File: config.mk
export PLATFORM = sky130hd
export DESIGN_NAME = serial_subtractor_4_flat
export DESIGN_NICKNAME = d
export VERILOG_FILES = /design/src/rtl/serial_subtractor_4_if.sv /design/src/rtl/serial_subtractor_4.sv /design/src/flat_wrapper.sv
export SDC_FILE = /design/constraint.sdc
export NUM_CORES = 1
export LEC_CHECK = 0
export CAP_MARGIN = 10
export CORE_MARGIN = 2
export CORE_UTILIZATION = 49
export DETAILED_ROUTE_END_ITERATION = 16
export PLACE_DENSITY = 0.75
export SYNTH_ARGS = -nofsm -noshare
export SYNTH_HDL_FRONTEND = slang
export SYNTH_SLANG_ARGS = --single-unit
File: constraint.sdc
create_clock -name clk -period 1.52 [get_ports clk]
set_input_delay 0.228 -clock clk [delete_from_list [all_inputs] [get_ports clk]]
set_output_delay 0.228 -clock clk [all_outputs]
set_load 0.02 [all_outputs]
File: src/rtl/serial_subtractor_4_if.sv
// rtl/serial_subtractor_4_if.sv - start/done handshake and operand/result bundle for the bit-serial subtractor
interface serial_subtractor_4_if #(
  parameter int WIDTH = 4
);
  logic             start;
  logic [WIDTH-1:0] a;
  logic [WIDTH-1:0] b;
  logic             bin;
  logic [WIDTH-1:0] diff;
  logic             bout;
  logic             busy;
  logic             done;

  modport master (
    output start, a, b, bin,
    input  diff, bout, busy, done
  );

  modport slave (
    input  start, a, b, bin,
    output diff, bout, busy, done
  );
endinterface

File: src/rtl/serial_subtractor_4.sv
// rtl/serial_subtractor_4.sv - bit-serial a - b - bin, LSB first, one full-subtractor cell plus a borrow flop
module serial_subtractor_4 #(
  parameter int WIDTH = 4
) (
  input  logic                 clk,
  input  logic                 rst,
  serial_subtractor_4_if.slave bus
);
  localparam int CW = $clog2(WIDTH) + 1;

  typedef enum logic [1:0] {
    IDLE  = 2'd0,
    SHIFT = 2'd1,
    DONE  = 2'd2
  } state_t;

  state_t           state_q, state_d;
  logic [WIDTH-1:0] ra_q, ra_d;
  logic [WIDTH-1:0] rb_q, rb_d;
  logic [WIDTH-1:0] res_q, res_d;
  logic [WIDTH-1:0] diff_q, diff_d;
  logic             br_q, br_d;
  logic             bout_q, bout_d;
  logic [CW-1:0]    cnt_q, cnt_d;

  logic             d_bit;
  logic             br_next;
  logic [WIDTH-1:0] res_next;

  always_comb begin
    state_d  = state_q;
    ra_d     = ra_q;
    rb_d     = rb_q;
    res_d    = res_q;
    diff_d   = diff_q;
    br_d     = br_q;
    bout_d   = bout_q;
    cnt_d    = cnt_q;
    d_bit    = ra_q[0] ^ rb_q[0] ^ br_q;
    br_next  = (~ra_q[0] & rb_q[0]) | (~(ra_q[0] ^ rb_q[0]) & br_q);
    res_next = {d_bit, res_q[WIDTH-1:1]};

    case (state_q)
      IDLE: begin
        if (bus.start) begin
          ra_d    = bus.a;
          rb_d    = bus.b;
          br_d    = bus.bin;
          cnt_d   = '0;
          state_d = SHIFT;
        end
      end
      SHIFT: begin
        ra_d  = ra_q >> 1;
        rb_d  = rb_q >> 1;
        br_d  = br_next;
        res_d = res_next;
        cnt_d = cnt_q + CW'(1);
        // Visible result only updates once the last bit has been formed.
        if (cnt_q == CW'(WIDTH - 1)) begin
          diff_d  = res_next;
          bout_d  = br_next;
          state_d = DONE;
        end
      end
      DONE: begin
        state_d = IDLE;
      end
      default: begin
        state_d = IDLE;
      end
    endcase
  end

  always_ff @(posedge clk or posedge rst) begin
    if (rst) begin
      state_q <= IDLE;
      ra_q    <= '0;
      rb_q    <= '0;
      res_q   <= '0;
      diff_q  <= '0;
      br_q    <= 1'b0;
      bout_q  <= 1'b0;
      cnt_q   <= '0;
    end else begin
      state_q <= state_d;
      ra_q    <= ra_d;
      rb_q    <= rb_d;
      res_q   <= res_d;
      diff_q  <= diff_d;
      br_q    <= br_d;
      bout_q  <= bout_d;
      cnt_q   <= cnt_d;
    end
  end

  assign bus.diff = diff_q;
  assign bus.bout = bout_q;
  assign bus.busy = (state_q == SHIFT);
  assign bus.done = (state_q == DONE);
endmodule

File: src/flat_wrapper.sv
// flat-port wrapper written by rule: the top's interface ports become plain ports
module serial_subtractor_4_flat 
#(
  parameter int WIDTH = 4
)
  (clk, rst, bus_start, bus_a, bus_b, bus_bin, bus_diff, bus_bout, bus_busy, bus_done);
  serial_subtractor_4_if #(.WIDTH(WIDTH)) bus_i ();
  input  logic clk;
  input  logic rst;
  input wire logic [$bits(bus_i.start)-1:0] bus_start;
  input wire logic [$bits(bus_i.a)-1:0] bus_a;
  input wire logic [$bits(bus_i.b)-1:0] bus_b;
  input wire logic [$bits(bus_i.bin)-1:0] bus_bin;
  output wire logic [$bits(bus_i.diff)-1:0] bus_diff;
  output wire logic [$bits(bus_i.bout)-1:0] bus_bout;
  output wire logic [$bits(bus_i.busy)-1:0] bus_busy;
  output wire logic [$bits(bus_i.done)-1:0] bus_done;
  assign bus_i.start = bus_start;
  assign bus_i.a = bus_a;
  assign bus_i.b = bus_b;
  assign bus_i.bin = bus_bin;
  assign bus_diff = bus_i.diff;
  assign bus_bout = bus_i.bout;
  assign bus_busy = bus_i.busy;
  assign bus_done = bus_i.done;
  serial_subtractor_4 #(.WIDTH(WIDTH)) u_core (.clk(clk), .rst(rst), .bus(bus_i));
endmodule
==> flow_summary.yaml <==
cts:
  cts_tree: "built"
  cts-root-buf: "clkbuf_4"
  clock-sinks: 22
  cts_inserted_buffers: 3
  cts_buffer_depth: 2
  htreeDepth: 1
  clock_latency_ns: 0.29
  clk_pin_slew_ns: 0.11
worst_setup_path:
  cp.required_ns: 1.71
  crit_type: "flop to flop"
  path_cells: "ha_1, ha_1, nand3b_4, mux2_2"
  critPathTopFamily: "adder cells"
  cp_num_buf_inv: 0
  cpMostUsedCell: "ha_1"
  start_kind: "flop"
  crit_path_top_delay_cell: "dfrtp_1"
  cp-end-kind: "flop"
  cp.arrival_ns: 1.61
  path_max_fanout: 7
  critPathMaxStageDelay_ns: 0.41
yosys:
  synth.avg_cell_area_um2: 12.2
  synth_cell_types: 22
  synth_cells: 79
  yosys-top-cells-area: "dfrtp_1, mux2_2, o22ai_1"
  seq_area_frac_synth_pct: 57.1
  synth_edf_count: 0
  ys_ff_latch: 22
  ys.flop_type: "dfrtp_1"
  yosys.area.top_type: "dfrtp_1"
  syn_area_um2: 965
  synthesis.nets: 94
  async_flop_share_pct: 100
  yosysMostFrequentCell: "dfrtp_1"
  ys_warn_count: 0
  synth_top_area_share_pct: 57.1
  synth_common_cells: "dfrtp_1, o22ai_1, inv_1"
drt:
  avgViaCountPerCell: 5.41
  dr.first_iter.drc_count: 14
  route.vias.total: 709
  wire_per_inst_um: 14.9
  routed_wirelength_um: 1960
  antenna_left: 0
  firstDrtPassIters: 4
  drc_errors: 0
sta:
  period_share_pct: 93.2
  worstMarginPinSlew_ns: 0.337
  fin_skew_ns: 0.00573
  fmax_mhz: 706
  holdWs_ns: 0.270
  finalSetupViolCount: 0
  fin_setup_tns_ns: 0
  min_period_ns: 1.42
  rsz0062_at_grt: "false"
  finalHoldViolCount: 0
  maxSlewHeadroom_pct: 77.4
  drv_slew: 0
global_routing:
  grt-ovfl-total: 0
  grt_max_degree: 23
  track_usage_pct: 19.5
  grt_pass1_wl_um: 3530
  grt_pass1_vias: 735
  antenna_found_initial: 0
floorplan:
  die_area_um2: 2340
  coreArea_um2: 1900
  start_util_pct: 50.7
  fp.dieW_um: 48.4
  die_h_um: 48.4
  num_io_pins: 19
  fp-row-count: 16
finish:
  fill_cells: 144
  fin_nets: 121
  areaGrowthSynthToFinish_pct: 28.8
  diodes: 0
  final_layout_size_suffix_gt1_share_pct: 21.2
placement:
  routabilityCongestion: 0.796
  dp_hpwl_um: 1450
  port_buffers: 18
worst_hold_path:
  hold_path.class: "input pin to async pin"
power:
  total_power_uw: 2560
  p_per_area_nw_per_um2: 2060
  leakagePower_uw: 0.000622
  peakVddDrop_v: 0.00129
outcome:
  outcome: "finished, final reports clean"
job:
  cap_violations: 0
## cell type report
| cell class | instances | area, um2 | share of cell area (%) |
|---|---|---|---|
| Sequential cell | 22 | 551 | 44.3 |
| Multi-Input combinational cell | 46 | 370 | 29.8 |
| Inverter | 9 | 33.8 | 2.72 |
| Timing Repair Buffer | 24 | 231 | 18.6 |
| Tap cell | 27 | 33.8 | 2.72 |
| Clock buffer | 3 | 22.5 | 1.81 |
## where the power goes
part	switching [uW]	internal (uW)	total [uW]
registers	160	867	1030
logic	637	655	1290
clock network	154	92.1	246
## path summary, 6_finish.rpt
| path | start | endpoint | slack (ns) | depth (start not counted) |
|---|---|---|---|---|
| worst max register to register | u_core.cnt_q[0]$_DFFE_PP0P_ | u_core.bus.diff[1]$_DFFE_PP0P_ | 0.10 | 4 |
| min in group clk | u_core.bus.bout$_DFFE_PP0P_ | u_core.bus.bout$_DFFE_PP0P_ | 0.50 | 2 |
| max in group asynchronous | rst | u_core.ra_q[3]$_DFFE_PP0P_ | 1.02 | 3 |
| worst min register to register | u_core.bus.bout$_DFFE_PP0P_ | u_core.bus.bout$_DFFE_PP0P_ | 0.50 | 2 |
| worst min-delay path | rst | u_core.bus.diff[1]$_DFFE_PP0P_ | 0.27 | 3 |
| worst max-delay path | u_core.cnt_q[0]$_DFFE_PP0P_ | u_core.bus.diff[1]$_DFFE_PP0P_ | 0.10 | 4 |
## worst register-to-register path: stages (launching register included)
cell	delay [ns]
dfrtp_1	0.41
ha_1	0.21
ha_1	0.22
nand3b_4	0.13
mux2_2	0.35
## metal layers
layer / vias up / part of all wire (%) / track usage, %
li1: 338 / - / -
met1: 350 / 44 / 25.7
met2: 19 / 50 / 29.9
met3: 2 / 5.3 / 4.94
met4: 0 / 0.66 / 10.5
met5: - / 0 / 0
## registers in the layout, summed over array words and instances (netlist names)
signal / cells
u_core.cnt_q: 3
u_core.res_q: 3
u_core.state_q: 2
u_core.ra_q: 4
u_core.br_q: 1
u_core.bus.bout: 1
u_core.bus.diff: 4
u_core.rb_q: 4
## cell usage in the layout, fill, tap and decap left out, drive strengths merged
| cell | synthesis | layout |
|---|---|---|
| a21oi | 4 | 4 |
| nand3b | 1 | 1 |
| nand2b | 3 | 3 |
| clkbuf | 0 | 4 |
| a22o | 3 | 3 |
| a22oi | 2 | 2 |
| mux2 | 7 | 7 |
| dlygate4sd2 | 0 | 1 |
| o22ai | 10 | 10 |
| nor2 | 5 | 5 |
| fa | 1 | 1 |
| ha | 2 | 2 |
| inv | 9 | 9 |
| a221oi | 1 | 1 |
| clkdlybuf4s50 | 0 | 11 |
| dfrtp | 22 | 22 |
| dlymetal6s2s | 0 | 5 |
| o21ai | 2 | 2 |
| o21bai | 1 | 1 |
| buf | 2 | 6 |
| nand2 | 2 | 2 |
| a2bb2oi | 1 | 1 |
| a32o | 1 | 1 |
## per-stage QoR
step | setup WS, ns | area, um2 | std cells | utilization, %
finish | 0.103 | 1240 | 131 | 65.3
CTS | 0.00179 | 1220 | 131 | 64.4
floorplan | 0.169 | 965 | 79 | -
global placement | 0.0952 | 1200 | 128 | 63.4
detailed placement | 0.0478 | 1200 | 128 | 63.4
global route | 0.0235 | 1240 | 131 | 65.3
## kinds of logic (layout without fill, tap and decap cells)
group	Yosys count	in the layout	share of synthesized area, %
compound gates	25	25	18.5
fa+ha+maj	3	3	4.67
buf+inv	11	36	5.45
flops	22	22	57.1
mux	7	7	8.17
simple gates	11	11	6.10
## timing repair
| item | CTS | global route |
|---|---|---|
| hold buffers | 0 | 0 |
| endpoints found under the setup margin | 2 | 10 |
| resized for setup | 2 | 8 |
| buffers inserted | 0 | 0 |
No activity file was read; power rests on OpenSTA's default activity.
==> patch 1 (config.mk and constraints unchanged) <==
Reset style: synchronous (`rst`), changed in one clocked block.
--- a/src/rtl/serial_subtractor_4.sv
+++ b/src/rtl/serial_subtractor_4.sv
@@ -72,7 +72,7 @@
     endcase
   end
 
-  always_ff @(posedge clk or posedge rst) begin
+  always_ff @(posedge clk) begin
     if (rst) begin
       state_q <= IDLE;
       ra_q    <= '0;
Check against the original RTL: differs if rst is asserted again (counterexample within 4 cycles, from zero or initial values and one cycle with rst high); with rst held inactive, the same outputs for 10 cycles.
==> patch 1 against the unedited design <==
Design area increased by 1.2%. Sequential cell count is the same. Worst hold slack better by 0.19 ns. Cell count increased by 12%. Area after synthesis up 6.0%. Worst setup slack got worse by 0.050 ns. Wire length fell by 8.1%.
Power is not compared: it rests on default switching activity, and its combinational part moved more than twofold at a synthesized area within 25%.
==> patch 1: results <==
group,metric,value,unit
power_and_ir_drop,power.leakage,0.5342,nW
global_routing,met3_usage,0.03333,
routing,detailroute.wirelength.met3,63,µm
synth,synth-compound-area-share,0.1775,
synth,synth-main-ff-cell,"dfxtp_1",
final_layout,layout.cell_area.non_filler,1257,µm²
global_routing,vias_in_the_first_global_route,741,
synth,syn_nets,115,
global_routing,globalRouteMet1Util,0.2095,
routing,drt_pre_antenna_iters,4,
worst_setup_path,setup.reg_to_reg.worst_slack,0.15,ns
worst_setup_path,worst_r2r_endpoint,"u_core.bus.diff[1]",
worst_setup_path,cp_slowest_cell,"clkdlybuf4s50_1",
synth,fraction_of_the_mapped_netlist_area_in_adder_cells,0.04406,
global_routing,track_usage,0.1663,
synth,asyncSetResetFlopFracSynth,0,
synth,synth-seq-area-share,0.4308,
final_layout,layout-drive-gt1-share,0.1583,
worst_setup_path,critPathMaxFanout,2,
sta,clock_skew,0.002022,ns
routing,detail_route.wirelength.met1,850,µm
clocking,clk_latency,0.29,ns
synth,synth_area_leaders,"dfxtp_1 (43%), mux2i_1 (9.8%), nor2_1 (4.8%)",
sta,fin_hold_ws,0.4623,ns
placement,post-dp-hpwl,1326,µm
synth,synth.distinct_cells,29,
synth,synthesis.area_per_instance,10.22,µm²
final_layout,num-nets-final,136,
global_routing,grt_first_pass_wirelength,3215,µm
placement,gp_congestion,0.7054,
routing,vias,761,
global_routing,met2_usage,0.2822,
routing,drt_iter0_drc,5,
worst_setup_path,cp.arrival,1.24,ns
placement,post_dp_cell_area,1216,µm²
worst_setup_path,r2r_start,"u_core.cnt_q[0]",
sta,worstMarginPinSlew,0.3834,ns
placement,dp_worst_setup_slack,0.09350,ns
routing,wl_met2,871,µm
synth,netlist_top_cells_count,"dfxtp_1 (22), nor2_1 (13), mux2i_1 (10), a21oi_1 (7), inv_1 (5)",
worst_setup_path,cpLargestDelayFamily,"buffers and inverters",
run_status,status,"completed",
min_path,worst_hold_class,"register to register",
worst_setup_path,worstRegToRegCells,5,
worst_setup_path,cp_slowest_stage_delay,0.60,ns
final_layout,insertedDiodeCount,0,
routing,routed_wire_length_per_instance,12.23,µm
synth,muxShareOfSynthArea,0.09792,
routing,totalWireLength,1798,µm
final_layout,fillerInstances,179,
-- patch 1: how the worst max path moves through the flow --
stage / start / end / slack (ns) / depth (start not counted)
finish: u_core.bus.diff[0] / bus_diff[0] / 0.05 / 1
detailed placement: bus_start / u_core.br_q / 0.09 / 4
CTS: u_core.bus.diff[1] / bus_diff[1] / 0.02 / 1
global route: u_core.bus.diff[0] / bus_diff[0] / 0.001 / 1
floorplan: u_core.cnt_q[0] / u_core.bus.diff[3] / 0.29 / 6
global placement: bus_start / u_core.br_q / 0.11 / 4
-- patch 1: area by class of cell --
type                    count  share of cell area
multi-input cells          65              0.3861
flip-flops and latches     22              0.3502
repair buffers             24              0.1930
clock buffers               4             0.02886
well taps                  27             0.02687
inverters                   5             0.01493
-- patch 1: power by group --
| group | switching (mW) | total, mW | internal (mW) |
|---|---|---|---|
| clock | 0.165 | 0.311 | 0.146 |
| sequential | 0.0193 | 0.625 | 0.606 |
| combinational | 0.0855 | 0.178 | 0.0930 |
==> patch 2 (config.mk and constraints unchanged) <==
Without the edit above. `WIDTH` is set to 4 in 3 places; all go to 8.
--- a/src/rtl/serial_subtractor_4_if.sv
+++ b/src/rtl/serial_subtractor_4_if.sv
@@ -1,6 +1,6 @@
 // rtl/serial_subtractor_4_if.sv - start/done handshake and operand/result bundle for the bit-serial subtractor
 interface serial_subtractor_4_if #(
-  parameter int WIDTH = 4
+  parameter int WIDTH = 8
 );
   logic             start;
   logic [WIDTH-1:0] a;
--- a/src/rtl/serial_subtractor_4.sv
+++ b/src/rtl/serial_subtractor_4.sv
@@ -1,6 +1,6 @@
 // rtl/serial_subtractor_4.sv - bit-serial a - b - bin, LSB first, one full-subtractor cell plus a borrow flop
 module serial_subtractor_4 #(
-  parameter int WIDTH = 4
+  parameter int WIDTH = 8
 ) (
   input  logic                 clk,
   input  logic                 rst,
--- a/src/flat_wrapper.sv
+++ b/src/flat_wrapper.sv
@@ -1,7 +1,7 @@
 // flat-port wrapper written by rule: the top's interface ports become plain ports
 module serial_subtractor_4_flat 
 #(
-  parameter int WIDTH = 4
+  parameter int WIDTH = 8
 )
   (clk, rst, bus_start, bus_a, bus_b, bus_bin, bus_diff, bus_bout, bus_busy, bus_done);
   serial_subtractor_4_if #(.WIDTH(WIDTH)) bus_i ();
Ports: changed (resized bus_a, bus_b and bus_diff); port bits go from 19 to 31. No check against the original RTL was run, so the function may have changed too.
==> patch 2 against the unedited design <==
Via count grew 78%. Critical endpoint is now u_core.bus.diff[3]. Worst setup slack lost 0.048 ns. Highest routed layer unchanged. Total power grew 49%. Sequential cell count grew 17. Cell count grew 84%. Maximum frequency shrank 3.3%. Area after synthesis grew 70%. First-iteration DRC count grew to 3.7 times the old value. Design area grew 73%. Wire length grew 64%. Combinational power grew 18%.
==> patch 2: results <==
group,metric,value,unit
run_status,status,"completed",
final_layout,layout.cell_area.non_filler,2151,µm²
global_routing,met2_usage,0.3444,
final_layout,area_taken_by_multi_input_logic_gates,615.6,µm²
synth,syn_nets,173,
synth,synth-compound-area-share,0.1538,
sta,worstMarginPinSlew,0.1931,ns
worst_setup_path,critPathMaxFanout,6,
global_routing,track_usage,0.1932,
placement,post_dp_cell_area,2083,µm²
global_routing,grt_first_pass_wirelength,5326,µm
placement,placement.io_buffers,30,
routing,drt_iter0_drc,52,
final_layout,layout-drive-gt1-share,0.1846,
clocking,cts.repair.resized,18,
final_layout,layout.nonclk_buf_frac,0.1902,
clocking,cts_htree_levels,2,
final_layout,multi_input_comb_cells,98,
synth,netlist_top_cells_count,"dfrtp_1 (39), nand2_1 (37), o21ai_0 (14), a22oi_1 (13), mux2_2 (9)",
synth,synth.distinct_cells,25,
placement,post-dp-hpwl,2350,µm
final_layout,numSequentialCells,39,
clocking,clk_latency,0.34,ns
sta,clock_skew,0.002275,ns
placement,gp_congestion,0.7423,
clocking,cts_inserted_buffers,5,
final_layout,layout.non_clock_buffers,44,
global_routing,globalRouteMet1Util,0.2184,
placement,dp_worst_setup_slack,-0.003882,ns
routing,vias_per_cell,5.232,
final_layout,inv_count,6,
global_routing,grt_start_max_net_pins,40,
final_layout,clkbuf_count,8,
final_layout,fillerInstances,279,
power_and_ir_drop,vdd_ir_drop_max,0.0007555,V
synth,fraction_of_the_mapped_netlist_area_in_adder_cells,0.01980,
synth,synth-seq-area-share,0.5941,
routing,totalWireLength,3216,µm
final_layout,clock_area_frac,0.03200,
==> patch 2: cell types whose count changed after synthesis, sizes merged, moves of 2 or more <==
cell,delta
a22oi,+11
clkbuf,+5
dfrtp,+17
inv,-4
mux2,+2
nand2,+35
nand2b,-2
nor2,-3
nor2b,+4
o21ai,+12
o22ai,-8
==> patch 2: path summary, 6_finish.rpt <==
| check | from | end | slack, ns | depth (start not counted) |
|---|---|---|---|---|
| setup / recovery | u_core.cnt_q[1] | u_core.bus.diff[3] | 0.05 | 5 |
| hold / removal | rst | u_core.bus.diff[0] | 0.24 | 3 |
| setup reg to reg | u_core.cnt_q[1] | u_core.bus.diff[3] | 0.05 | 5 |
| hold reg to reg | u_core.res_q[1] | u_core.res_q[1] | 0.49 | 2 |
| max in group asynchronous | rst | u_core.state_q[0] | 1.08 | 3 |
| min in group clk | bus_b[7] | u_core.rb_q[7] | 0.48 | 2 |
==> patch 2: critical path, cell delays in order, from the launching register on <==
cell,delay [ns]
dfrtp_1,0.41
ha_1,0.19
nand2_1,0.10
nor3_4,0.14
buf_4,0.18
mux2_2,0.34
==> patch 2: per-stage QoR <==
| step | hold slack [ns] | std cells |
|---|---|---|
| final | 0.2413 | 241 |
| after global routing | 0.2475 | 241 |
| after CTS | 0.2392 | 240 |
| after detailed placement | 0.4700 | 232 |
| after global placement | 0.4568 | 232 |
| after floorplan | 0.3605 | 151 |
==> patch 2: metal layers <==
layer | part of all wire | wire [µm]
met4 | 0.015 | 48
met3 | 0.051 | 165
met5 | 0 | 0
met2 | 0.51 | 1654
met1 | 0.42 | 1347
==> patch 2: report_power, final <==
group	internal (mW)	switching (mW)
Combinational	0.735	0.785
Clock	0.272	0.322
Sequential	1.45	0.263
Total	2.46	1.37
